<file path="src/rtl/fetch_unit_if.sv">
// Handshake bundle between the fetch stage, the instruction memory and decode.
// The master modport is the fetch unit's view; the slave modport is the
// environment (imem plus decode) that drives the redirect and handshakes.
interface fetch_unit_if #(
  parameter int ADDR_W  = 64,
  parameter int INSTR_W = 32,
  parameter int DEPTH   = 4
);
  localparam int CNT_W = $clog2(DEPTH) + 1;

  logic               PCSrc_F;
  logic [ADDR_W-1:0]  PCBranch_F;
  logic               imem_req_valid;
  logic               imem_req_ready;
  logic [ADDR_W-1:0]  imem_addr_F;
  logic               imem_rsp_valid;
  logic [INSTR_W-1:0] imem_rsp_data;
  logic               instr_valid_D;
  logic               instr_ready_D;
  logic [INSTR_W-1:0] instr_D;
  logic [ADDR_W-1:0]  pc_D;
  logic [CNT_W-1:0]   queue_count;

  modport master (
    input  PCSrc_F, PCBranch_F, imem_req_ready, imem_rsp_valid, imem_rsp_data,
           instr_ready_D,
    output imem_req_valid, imem_addr_F, instr_valid_D, instr_D, pc_D, queue_count
  );

  modport slave (
    output PCSrc_F, PCBranch_F, imem_req_ready, imem_rsp_valid, imem_rsp_data,
           instr_ready_D,
    input  imem_req_valid, imem_addr_F, instr_valid_D, instr_D, pc_D, queue_count
  );
endinterface

</file>
<file path="src/rtl/fetch_unit.sv">
// Instruction fetch stage: owns the PC, keeps at most one imem request in
// flight, and buffers returned instructions with their PCs in a small FIFO
// toward decode. A redirect flushes the FIFO and turns any in-flight fetch
// into a dropped one so no wrong-path instruction ever reaches decode.
module fetch_unit #(
  parameter int                ADDR_W   = 64,
  parameter int                INSTR_W  = 32,
  parameter logic [ADDR_W-1:0] RESET_PC = '0,
  parameter int                PC_STEP  = 4,
  parameter int                DEPTH    = 4
) (
  input  logic          clk,
  input  logic          reset,
  fetch_unit_if.master  bus
);

  localparam int PTR_W = $clog2(DEPTH);
  localparam int CNT_W = PTR_W + 1;

  typedef enum logic [1:0] {
    S_IDLE = 2'd0,
    S_RUN  = 2'd1,
    S_WAIT = 2'd2,
    S_DROP = 2'd3
  } state_t;

  state_t              r_state;
  state_t              w_state_nxt;
  logic [ADDR_W-1:0]   r_pc;
  logic [ADDR_W-1:0]   w_pc_nxt;
  logic [ADDR_W-1:0]   r_req_pc;
  logic [PTR_W-1:0]    r_wptr;
  logic [PTR_W-1:0]    r_rptr;
  logic [CNT_W-1:0]    r_count;
  logic [INSTR_W-1:0]  r_q_instr [DEPTH];
  logic [ADDR_W-1:0]   r_q_pc    [DEPTH];

  logic w_redir;
  logic w_full;
  logic w_empty;
  logic w_req_valid;
  logic w_req_fire;
  logic w_push;
  logic w_pop;

  // The redirect is ignored in IDLE; the issue rule keeps a FIFO slot free
  // for the single outstanding request, so a push never meets a full queue.
  assign w_redir     = bus.PCSrc_F && (r_state != S_IDLE);
  assign w_full      = (r_count == CNT_W'(DEPTH));
  assign w_empty     = (r_count == '0);
  assign w_req_valid = (r_state == S_RUN) && !w_full && !bus.PCSrc_F;
  assign w_req_fire  = w_req_valid && bus.imem_req_ready;
  assign w_push      = (r_state == S_WAIT) && bus.imem_rsp_valid && !w_redir;
  assign w_pop       = !w_empty && bus.instr_ready_D;

  // Next-state and next-PC selection; redirect wins over a sequential step.
  always_comb begin
    w_state_nxt = r_state;
    w_pc_nxt    = r_pc;
    unique case (r_state)
      S_IDLE: w_state_nxt = S_RUN;
      S_RUN: begin
        if (w_req_fire) w_state_nxt = S_WAIT;
      end
      S_WAIT: begin
        if (bus.imem_rsp_valid) w_state_nxt = S_RUN;
        else if (w_redir)       w_state_nxt = S_DROP;
      end
      S_DROP: begin
        if (bus.imem_rsp_valid) w_state_nxt = S_RUN;
      end
      default: w_state_nxt = S_IDLE;
    endcase
    if (w_redir)         w_pc_nxt = bus.PCBranch_F;
    else if (w_req_fire) w_pc_nxt = r_pc + ADDR_W'(PC_STEP);
  end

  // FSM state, PC and the PC of the request currently in flight.
  always_ff @(posedge clk or negedge reset) begin
    if (!reset) begin
      r_state  <= S_IDLE;
      r_pc     <= RESET_PC;
      r_req_pc <= '0;
    end else begin
      r_state <= w_state_nxt;
      r_pc    <= w_pc_nxt;
      if (w_req_fire) r_req_pc <= r_pc;
    end
  end

  // FIFO pointers and occupancy; a flush overrides same-cycle push and pop.
  always_ff @(posedge clk or negedge reset) begin
    if (!reset) begin
      r_wptr  <= '0;
      r_rptr  <= '0;
      r_count <= '0;
    end else if (w_redir) begin
      r_wptr  <= '0;
      r_rptr  <= '0;
      r_count <= '0;
    end else begin
      if (w_push) r_wptr <= r_wptr + PTR_W'(1);
      if (w_pop)  r_rptr <= r_rptr + PTR_W'(1);
      unique case ({w_push, w_pop})
        2'b10:   r_count <= r_count + CNT_W'(1);
        2'b01:   r_count <= r_count - CNT_W'(1);
        default: r_count <= r_count;
      endcase
    end
  end

  // FIFO storage; contents are only observable through the occupancy gate.
  always_ff @(posedge clk) begin
    if (w_push) begin
      r_q_instr[r_wptr] <= bus.imem_rsp_data;
      r_q_pc[r_wptr]    <= r_req_pc;
    end
  end

  assign bus.imem_req_valid = w_req_valid;
  assign bus.imem_addr_F    = r_pc;
  assign bus.instr_valid_D  = !w_empty;
  assign bus.instr_D        = w_empty ? '0 : r_q_instr[r_rptr];
  assign bus.pc_D           = w_empty ? '0 : r_q_pc[r_rptr];
  assign bus.queue_count    = r_count;

endmodule

</file>
<file path="src/flat_wrapper.sv">
// flat-port wrapper written by rule: the top's interface ports become plain ports
module fetch_unit_flat 
#(
  parameter int                ADDR_W   = 64,
  parameter int                INSTR_W  = 32,
  parameter logic [ADDR_W-1:0] RESET_PC = '0,
  parameter int                PC_STEP  = 4,
  parameter int                DEPTH    = 4
)
  (clk, reset, bus_PCSrc_F, bus_PCBranch_F, bus_imem_req_ready, bus_imem_rsp_valid, bus_imem_rsp_data, bus_instr_ready_D, bus_imem_req_valid, bus_imem_addr_F, bus_instr_valid_D, bus_instr_D, bus_pc_D, bus_queue_count);
  fetch_unit_if #(.ADDR_W(ADDR_W), .INSTR_W(INSTR_W), .DEPTH(DEPTH)) bus_i ();
  input  logic clk;
  input  logic reset;
  input wire logic [$bits(bus_i.PCSrc_F)-1:0] bus_PCSrc_F;
  input wire logic [$bits(bus_i.PCBranch_F)-1:0] bus_PCBranch_F;
  input wire logic [$bits(bus_i.imem_req_ready)-1:0] bus_imem_req_ready;
  input wire logic [$bits(bus_i.imem_rsp_valid)-1:0] bus_imem_rsp_valid;
  input wire logic [$bits(bus_i.imem_rsp_data)-1:0] bus_imem_rsp_data;
  input wire logic [$bits(bus_i.instr_ready_D)-1:0] bus_instr_ready_D;
  output wire logic [$bits(bus_i.imem_req_valid)-1:0] bus_imem_req_valid;
  output wire logic [$bits(bus_i.imem_addr_F)-1:0] bus_imem_addr_F;
  output wire logic [$bits(bus_i.instr_valid_D)-1:0] bus_instr_valid_D;
  output wire logic [$bits(bus_i.instr_D)-1:0] bus_instr_D;
  output wire logic [$bits(bus_i.pc_D)-1:0] bus_pc_D;
  output wire logic [$bits(bus_i.queue_count)-1:0] bus_queue_count;
  assign bus_i.PCSrc_F = bus_PCSrc_F;
  assign bus_i.PCBranch_F = bus_PCBranch_F;
  assign bus_i.imem_req_ready = bus_imem_req_ready;
  assign bus_i.imem_rsp_valid = bus_imem_rsp_valid;
  assign bus_i.imem_rsp_data = bus_imem_rsp_data;
  assign bus_i.instr_ready_D = bus_instr_ready_D;
  assign bus_imem_req_valid = bus_i.imem_req_valid;
  assign bus_imem_addr_F = bus_i.imem_addr_F;
  assign bus_instr_valid_D = bus_i.instr_valid_D;
  assign bus_instr_D = bus_i.instr_D;
  assign bus_pc_D = bus_i.pc_D;
  assign bus_queue_count = bus_i.queue_count;
  fetch_unit #(.ADDR_W(ADDR_W), .INSTR_W(INSTR_W), .RESET_PC(RESET_PC), .PC_STEP(PC_STEP), .DEPTH(DEPTH)) u_core (.clk(clk), .reset(reset), .bus(bus_i));
endmodule
</file>
<file path="config.mk">
export PLATFORM = sky130hd
export DESIGN_NAME = fetch_unit_flat
export DESIGN_NICKNAME = d
export VERILOG_FILES = /design/src/rtl/fetch_unit_if.sv /design/src/rtl/fetch_unit.sv /design/src/flat_wrapper.sv
export SDC_FILE = /design/constraint.sdc
export NUM_CORES = 1
export LEC_CHECK = 0
export ABC_CLOCK_PERIOD_IN_PS = 5210
export CAP_MARGIN = 20
export CORE_AREA = 4 4 217 219
export DETAILED_ROUTE_END_ITERATION = 8
export DIE_AREA = 0 0 221 223
export PLACE_DENSITY = 0.78
export SLEW_MARGIN = 10
export SYNTH_ARGS = -nofsm -noshare
export SYNTH_HDL_FRONTEND = slang
export SYNTH_SLANG_ARGS = --single-unit
</file>
<file path="constraint.sdc">
create_clock -name clk -period 5.21 [get_ports clk]
set_input_delay 0.7815 -clock clk [delete_from_list [all_inputs] [get_ports clk]]
set_output_delay 0.7815 -clock clk [all_outputs]
set_load 0.05 [all_outputs]
</file>
==> insert_results.sql, run 1 <==
INSERT INTO impl_metrics (metric_group, metric, value, unit) VALUES
('outcome', 'outcome', 'complete, no violations', ''),
('sta', 'skew', '17.9', 'ps'),
('sta', 'timing_worst_slew_pin_value', '1070', 'ps'),
('clock_network', 'cts-buffers-inserted', '53', ''),
('setup_path', 'rrSetupSlack', '2130', 'ps'),
('routing', 'dr_total_vias', '13600', ''),
('global_route', 'grt_pass1_wl', '85.7', 'mm'),
('setup_path', 'timing.critical_path.arrival', '3310', 'ps'),
('floorplan', 'dieHeight', '223', 'µm'),
('synthesis', 'avgSynthCellArea', '14.9', 'µm²'),
('finish', 'multi_input_area', '6190', 'µm²'),
('clock_network', 'cts_repair_resize_count', '0', ''),
('synthesis', 'synthMuxAreaShare', '10.5', '%'),
('placed_design', 'io_buffers', '266', ''),
('setup_path', 'worst_path_max_fanout', '25', ''),
('clock_network', 'clock_path_buffers', '3', ''),
('sta', 'maxClockFrequency', '244', 'MHz'),
('synthesis', 'synth_xor_xnor_area_share', '0.530', '%'),
('clock_network', 'post-cts-setup-buffers', '0', ''),
('routing', 'wl_per_cell', '23.7', 'µm'),
('synthesis', 'adder_cell_area_share_of_the_yosys_netlist', '0.676', '%'),
('floorplan', 'fp.dieArea', '49300', 'µm²'),
('sta', 'finalHoldViolCount', '0', ''),
('routing', 'ant_nets', '0', ''),
('setup_path', 'critPathCapture', 'bus_pc_D[28]', ''),
('setup_path', 'worst_r2r_endpoint', 'u_core.bus.imem_addr_F[59]', ''),
('synthesis', 'synthesis.nets', '1555', ''),
('sta', 'timing_max_transition_violations_final', '0', ''),
('setup_path', 'path_class', 'register to primary output', ''),
('synthesis', 'simple_gate_area_share_of_the_yosys_netlist', '13.3', '%'),
('sta', 'worst_slew_margin_rel', '28.2', '%'),
('routing', 'drt_wl_total', '55.8', 'mm'),
('setup_path', 'worstRegToRegCells', '5', ''),
('setup_path', 'regToRegStartpoint', 'u_core.bus.imem_addr_F[17]', ''),
('placed_design', 'gp_congestion', '0.904', ''),
('power_and_ir_drop', 'power.static_leakage', '9.32', 'nW'),
('floorplan', 'chipWidth', '221', 'µm'),
('sta', 'setup_total_negative_slack', '0', 'ps'),
('sta', 'setup_violations', '0', ''),
('floorplan', 'starting_density', '47.7', '%'),
('synthesis', 'synth.lib_cells_used.distinct', '58', ''),
('finish', 'layout_cells_sized_above_1', '12.9', '%'),
('clock_network', 'cts_max_level', '2', ''),
('floorplan', 'io-pin-count', '267', ''),
('clock_network', 'cts-root-buf', 'sky130_fd_sc_hd__clkbuf_16', ''),
('routing', 'avgViaCountPerCell', '5.80', ''),
('synthesis', 'synth-compound-area-share', '3.65', '%'),
('job', 'timing.max_cap.violations', '0', ''),
('synthesis', 'synth_top_flop_cell', 'sky130_fd_sc_hd__edfxtp_1', ''),
('clock_network', 'clk_pin_slew', '60', 'ps'),
('floorplan', 'placement_rows', '78', ''),
('clock_network', 'cts_tree', 'built', ''),
('setup_path', 'cp_data_required_time', '4430', 'ps'),
('clock_network', 'cts-hold-fix-buffers', '0', ''),
('setup_path', 'worst_setup_path_start_kind', 'register', ''),
('setup_path', 'worst_setup_path_startpoint', 'u_core.r_rptr[0]', ''),
('synthesis', 'synth-seq-area-share', '69.6', '%'),
('setup_path', 'worst_setup_path_end_kind', 'primary output', ''),
('global_route', 'grt.overflow.total', '0', ''),
('global_route', 'track_usage', '22.5', '%'),
('clock_network', 'clock_latency', '600', 'ps'),
('power_and_ir_drop', 'power-per-cell-area', '541', 'nW/µm²'),
('synthesis', 'synth_area', '21500', 'µm²'),
('finish', 'flow.area_growth_from_synthesis', '24.1', '%'),
('finish', 'final_core_util', '59.2', '%'),
('sta', 'period_share', '78.5', '%'),
('finish', 'final-seq-area', '15000', 'µm²'),
('hold_path', 'hold_path_class', 'primary input to async pin', ''),
('power_and_ir_drop', 'worst_ir_drop_vdd', '0.497', 'mV'),
('clock_network', 'cts_num_sinks', '521', ''),
('global_route', 'grt_pass1_vias', '13800', '');
## how the worst min path moves through the flow
stage                                    startpoint                    to  slack, ps  cells after the start
final                                         reset   u_core.r_req_pc[28]        270                      1
after global routing                          reset   u_core.r_req_pc[26]        320                      1
after CTS                                     reset   u_core.r_req_pc[28]        300                      1
after detailed placement  u_core.bus.imem_addr_F[1]    u_core.r_req_pc[1]        490                      2
after global placement          u_core.r_req_pc[18]  u_core.r_q_pc[3][18]        490                      0
after floorplan                  u_core.r_req_pc[0]   u_core.r_q_pc[0][0]        480                      0
## power breakdown
group          switching [mW]  internal, mW  leakage (nW)  total, mW
Clock                    1.56          2.27         0.882       3.83
Sequential              0.874          5.21          5.14       6.08
Combinational            2.90          1.61          3.29       4.51
Total                    5.33          9.09          9.32       14.4
## cell usage in the layout (no fill, tap or decap), types with 10 or more instances in the layout
cell	netlist	layout
sky130_fd_sc_hd__edfxtp_1	384	384
sky130_fd_sc_hd__clkdlybuf4s50_1	0	265
sky130_fd_sc_hd__nand2_1	263	262
sky130_fd_sc_hd__dfrtp_1	137	135
sky130_fd_sc_hd__and2_1	104	100
sky130_fd_sc_hd__mux4_2	96	96
sky130_fd_sc_hd__clkbuf_16	0	56
sky130_fd_sc_hd__nor2_1	47	46
sky130_fd_sc_hd__nand4_1	40	40
sky130_fd_sc_hd__nand3_1	38	38
sky130_fd_sc_hd__o21ai_0	33	33
sky130_fd_sc_hd__a31oi_1	20	20
sky130_fd_sc_hd__nor3_1	18	18
sky130_fd_sc_hd__or4_1	15	15
sky130_fd_sc_hd__nor4_1	16	15
sky130_fd_sc_hd__clkbuf_1	52	14
sky130_fd_sc_hd__buf_4	1	14
sky130_fd_sc_hd__inv_1	13	13
sky130_fd_sc_hd__a21oi_1	12	12
sky130_fd_sc_hd__o211ai_1	11	11
sky130_fd_sc_hd__ha_1	10	10
## logic make-up after synthesis
group,after synthesis
multiplexers,105
buffers and inverters,94
AO/OA/AOI/OAI,118
adder cells (fa/ha/maj),11
flip-flops,521
AND/OR/NAND/NOR,580
XOR/XNOR,13
## synth_stat cells, drive strengths merged, types with 20 or more instances
library cell,number
edfxtp,384
nand2,263
dfrtp,137
and2,104
mux4,96
clkbuf,54
nor2,47
nand4,41
nand3,38
o21ai,33
buf,26
a31oi,20
## worst max-delay path: stages (launching register included)
cell and delay [ps]:
sky130_fd_sc_hd__dfrtp_4 780, sky130_fd_sc_hd__buf_4 460, sky130_fd_sc_hd__mux4_2 580, sky130_fd_sc_hd__and2_1 180
sky130_fd_sc_hd__clkdlybuf4s50_1 700
## per-stage QoR
stage                     hold WS (ps)  total power [mW]  setup WS (ps)  cells  cell area [µm²]
after floorplan                    476              8.88           1160   1442            21500
final                              269              14.4           1120   2352            26700
after CTS                          300              14.5            994   2347            26600
after detailed placement           488              10.7           1660   2247            24800
after global routing               320              15.1            898   2348            26700
after global placement             488              10.6           1670   2247            24800
## flip-flops by register name (all words and copies together) (netlist names)
| signal | count |
|---|---|
| u_core.r_q_pc | 256 |
| u_core.r_q_instr | 128 |
| u_core.bus.imem_addr_F | 64 |
| u_core.r_req_pc | 64 |
| u_core.bus.queue_count | 3 |
| u_core.r_rptr | 2 |
| u_core.r_state | 2 |
| u_core.r_wptr | 2 |
## cell type report
type | instances | share of cell area [%]
well taps | 600 | 2.81
clock inverters | 23 | 0.910
repair buffers | 287 | 10.9
clock buffers | 77 | 5.81
diodes | 4 | 0.0375
multi-input cells | 827 | 23.2
inverters | 13 | 0.183
flip-flops and latches | 521 | 56.1
## routing by layer
layer	GRT usage (%)	wire length (µm)	vias up
met3	5.63	4800	90
li1	-	-	6014
met5	0	0	-
met2	36.0	26900	617
met1	31.5	22800	6918
met4	5.64	1300	0
Power figures use the tool's default switching activity.
==> inputs of run 2 (changes only) <==
- ABC_CLOCK_PERIOD_IN_PS: 5210 -> 3700
- PLACE_DENSITY: 0.78 -> 0.81
- clock period: 5.21 -> 3.7 ns (I/O delays scaled with it)
==> run 2 against run 1 <==
Compared with the run above: global-route usage up 0.11 points; hold slack worse by 210 ps; power up 40%; sequential power rose by 39%; clock skew is 3.8 ps lower; cell count is 1.1% higher; utilization up 0.75 points; first-iteration DRC count shrank 3.0%; critical endpoint unchanged; via count grew 1.4%.
==> insert_results.sql, run 2 (synthesis results as in run 1) <==
INSERT INTO impl_metrics (metric_group, metric, value, unit) VALUES
('clock_network', 'clock_path_buffers', '3', ''),
('finish', 'final_net_count', '1847', ''),
('setup_path', 'worst_path_max_fanout', '22', ''),
('sta', 'maxClockFrequency', '279', 'MHz'),
('sta', 'setup_violations', '0', ''),
('routing', 'dr_total_vias', '13800', ''),
('floorplan', 'dieHeight', '223', 'µm'),
('finish', 'largest_register_ff_count', '256', ''),
('routing', 'drcViolationCount', '0', ''),
('finish', 'final_cell_count_no_fill', '2378', ''),
('clock_network', 'cts-root-buf', 'sky130_fd_sc_hd__clkbuf_16', ''),
('power_and_ir_drop', 'worst_ir_drop_vdd', '0.724', 'mV'),
('job', 'timing.max_cap.violations', '0', ''),
('placed_design', 'place.detailed.instances', '2281', ''),
('routing', 'wl_per_cell', '23.7', 'µm'),
('clock_network', 'cts-hold-fix-buffers', '0', ''),
('finish', 'layout.cells.most_common', 'sky130_fd_sc_hd__edfxtp_1', ''),
('sta', 'timing_max_transition_violations_final', '0', ''),
('routing', 'detail_route.iter0.violations', '1465', ''),
('sta', 'finalHoldViolCount', '0', ''),
('setup_path', 'worst_setup_path_end_kind', 'primary output', ''),
('sta', 'final_period_minus_worst_setup_slack', '3580', 'ps'),
('global_route', 'grt_antenna_before_repair', '4', ''),
('floorplan', 'chipWidth', '221', 'µm'),
('finish', 'reg_top3', 'u_core.r_q_pc (256), u_core.r_q_instr (128)', ''),
('clock_network', 'clock_latency', '580', 'ps'),
('placed_design', 'io_buffers', '266', ''),
('clock_network', 'post-cts-setup-buffers', '0', ''),
('finish', 'layout_cells_sized_above_1', '14.4', '%'),
('global_route', 'grt_max_degree', '99', ''),
('setup_path', 'cp_data_required_time', '3140', 'ps'),
('power_and_ir_drop', 'power.static_leakage', '10.2', 'nW'),
('sta', 'fin_hold_ws', '56.2', 'ps'),
('sta', 'skew', '14.1', 'ps'),
('floorplan', 'starting_density', '47.7', '%'),
('global_route', 'grt_pass1_vias', '14000', ''),
('global_route', 'grt_pass1_wl', '86.5', 'mm'),
('finish', 'flow.area_growth_from_synthesis', '25.7', '%'),
('routing', 'avgViaCountPerCell', '5.81', ''),
('placed_design', 'hpwl_reported_at_the_end_of_detailed_placement', '37.1', 'mm'),
('setup_path', 'timing.critical_path.arrival', '3030', 'ps'),
('routing', 'drt_wl_total', '56.4', 'mm'),
('placed_design', 'gp_congestion', '0.859', ''),
('clock_network', 'cts_max_level', '2', ''),
('floorplan', 'placement_rows', '78', ''),
('floorplan', 'fp.dieArea', '49300', 'µm²'),
('routing', 'drtPass1Iterations', '6', ''),
('clock_network', 'cts_num_sinks', '521', ''),
('sta', 'final.setup.worst_slack', '118', 'ps'),
('finish', 'regMostFlops', 'u_core.r_q_pc', ''),
('finish', 'final_core_util', '59.9', '%'),
('clock_network', 'cts_tree', 'built', ''),
('routing', 'ant_nets', '0', ''),
('global_route', 'grt.overflow.total', '0', ''),
('sta', 'period_share', '96.8', '%'),
('power_and_ir_drop', 'p_total', '20.2', 'mW'),
('floorplan', 'io-pin-count', '267', ''),
('sta', 'worst_slew_margin_rel', '30.0', '%'),
('clock_network', 'cts-buffers-inserted', '51', ''),
('finish', 'final_cell_mix', 'sky130_fd_sc_hd__edfxtp_1, sky130_fd_sc_hd__nand2_1, sky130_fd_sc_hd__clkdlybuf4s50_1', ''),
('setup_path', 'worst_setup_path_start_kind', 'register', ''),
('hold_path', 'hold_path_class', 'primary input to async pin', ''),
('global_route', 'track_usage', '22.6', '%'),
('clock_network', 'clk_pin_slew', '60', 'ps'),
('setup_path', 'path_class', 'register to primary output', ''),
('setup_path', 'worstRegToRegCells', '9', ''),
('placed_design', 'pre_cts_ws', '421', 'ps'),
('power_and_ir_drop', 'power-per-cell-area', '749', 'nW/µm²'),
('sta', 'timing_worst_slew_pin_value', '1040', 'ps'),
('outcome', 'outcome', 'complete, no violations', ''),
('floorplan', 'fp.coreArea', '45100', 'µm²');
[run 2: cell count changes in the layout (fill, tap and decap cells not counted), moves of 3 or more]
| cell | change |
|---|---|
| sky130_fd_sc_hd__clkdlybuf4s50_1 | -41 |
| sky130_fd_sc_hd__dlymetal6s2s_1 | +41 |
| sky130_fd_sc_hd__buf_4 | +24 |
| sky130_fd_sc_hd__buf_12 | +9 |
| sky130_fd_sc_hd__clkbuf_16 | -3 |
[run 2: per-layer routing]
metal | global-route usage [%] | wire (µm) | part of all wire [%] | vias up
li1 | - | - | - | 6064
met3 | 5.47 | 4590 | 8.1 | 113
met5 | 0 | 26 | 0.046 | -
met1 | 31.4 | 23300 | 41 | 6971
met4 | 6.56 | 1630 | 2.9 | 4
met2 | 36.1 | 26900 | 48 | 673
[run 2: critical path: stages, from the launching register on]
cell and delay, ps:
sky130_fd_sc_hd__dfrtp_4 560, sky130_fd_sc_hd__buf_12 270, sky130_fd_sc_hd__buf_12 190, sky130_fd_sc_hd__mux4_2 530
sky130_fd_sc_hd__and2_1 180, sky130_fd_sc_hd__clkdlybuf4s50_1 700
[run 2: final cells by class]
type / count / area (µm²)
clock inverter: 23 / 204
fill: 3439 / 18100
sequential: 521 / 15000
clock buffer: 72 / 1470
antenna: 2 / 5.00
inverter: 13 / 48.8
timing repair buffer: 320 / 3370
tap: 600 / 751
multi-input combinational: 827 / 6190
[run 2: power breakdown]
part,leakage [nW],internal (mW),total [mW],switching [mW]
combinational,4.24,2.42,6.63,4.21
clock,0.819,2.98,5.12,2.14
sequential,5.14,7.33,8.47,1.14
[run 2: stage by stage]
stage | area [µm²] | setup TNS [ps]
2_1_floorplan | 21500 | 0
3_3_place_gp | 25200 | 0
3_5_place_dp | 25200 | 0
4_1_cts | 26900 | 0
5_1_grt | 27000 | -2.97
6_report | 27000 | 0
[run 2: final timing paths]
path                                          start                    endpoint  slack [ps]
worst max register to register    u_core.r_state[1]  u_core.bus.imem_addr_F[61]         680
worst min register to register  u_core.r_req_pc[39]        u_core.r_q_pc[1][39]         520
worst min-delay path                          reset         u_core.r_req_pc[29]          60
worst max-delay path               u_core.r_rptr[0]                bus_pc_D[28]         120
max in group asynchronous                     reset  u_core.bus.imem_addr_F[20]        2830
min in group clk                u_core.r_req_pc[39]        u_core.r_q_pc[1][39]         520
[run 2: what timing repair did]
item,4_1_cts,5_1_grt
endpoints found under the setup margin,0,41
resized for setup,0,41
hold endpoints to repair,0,0
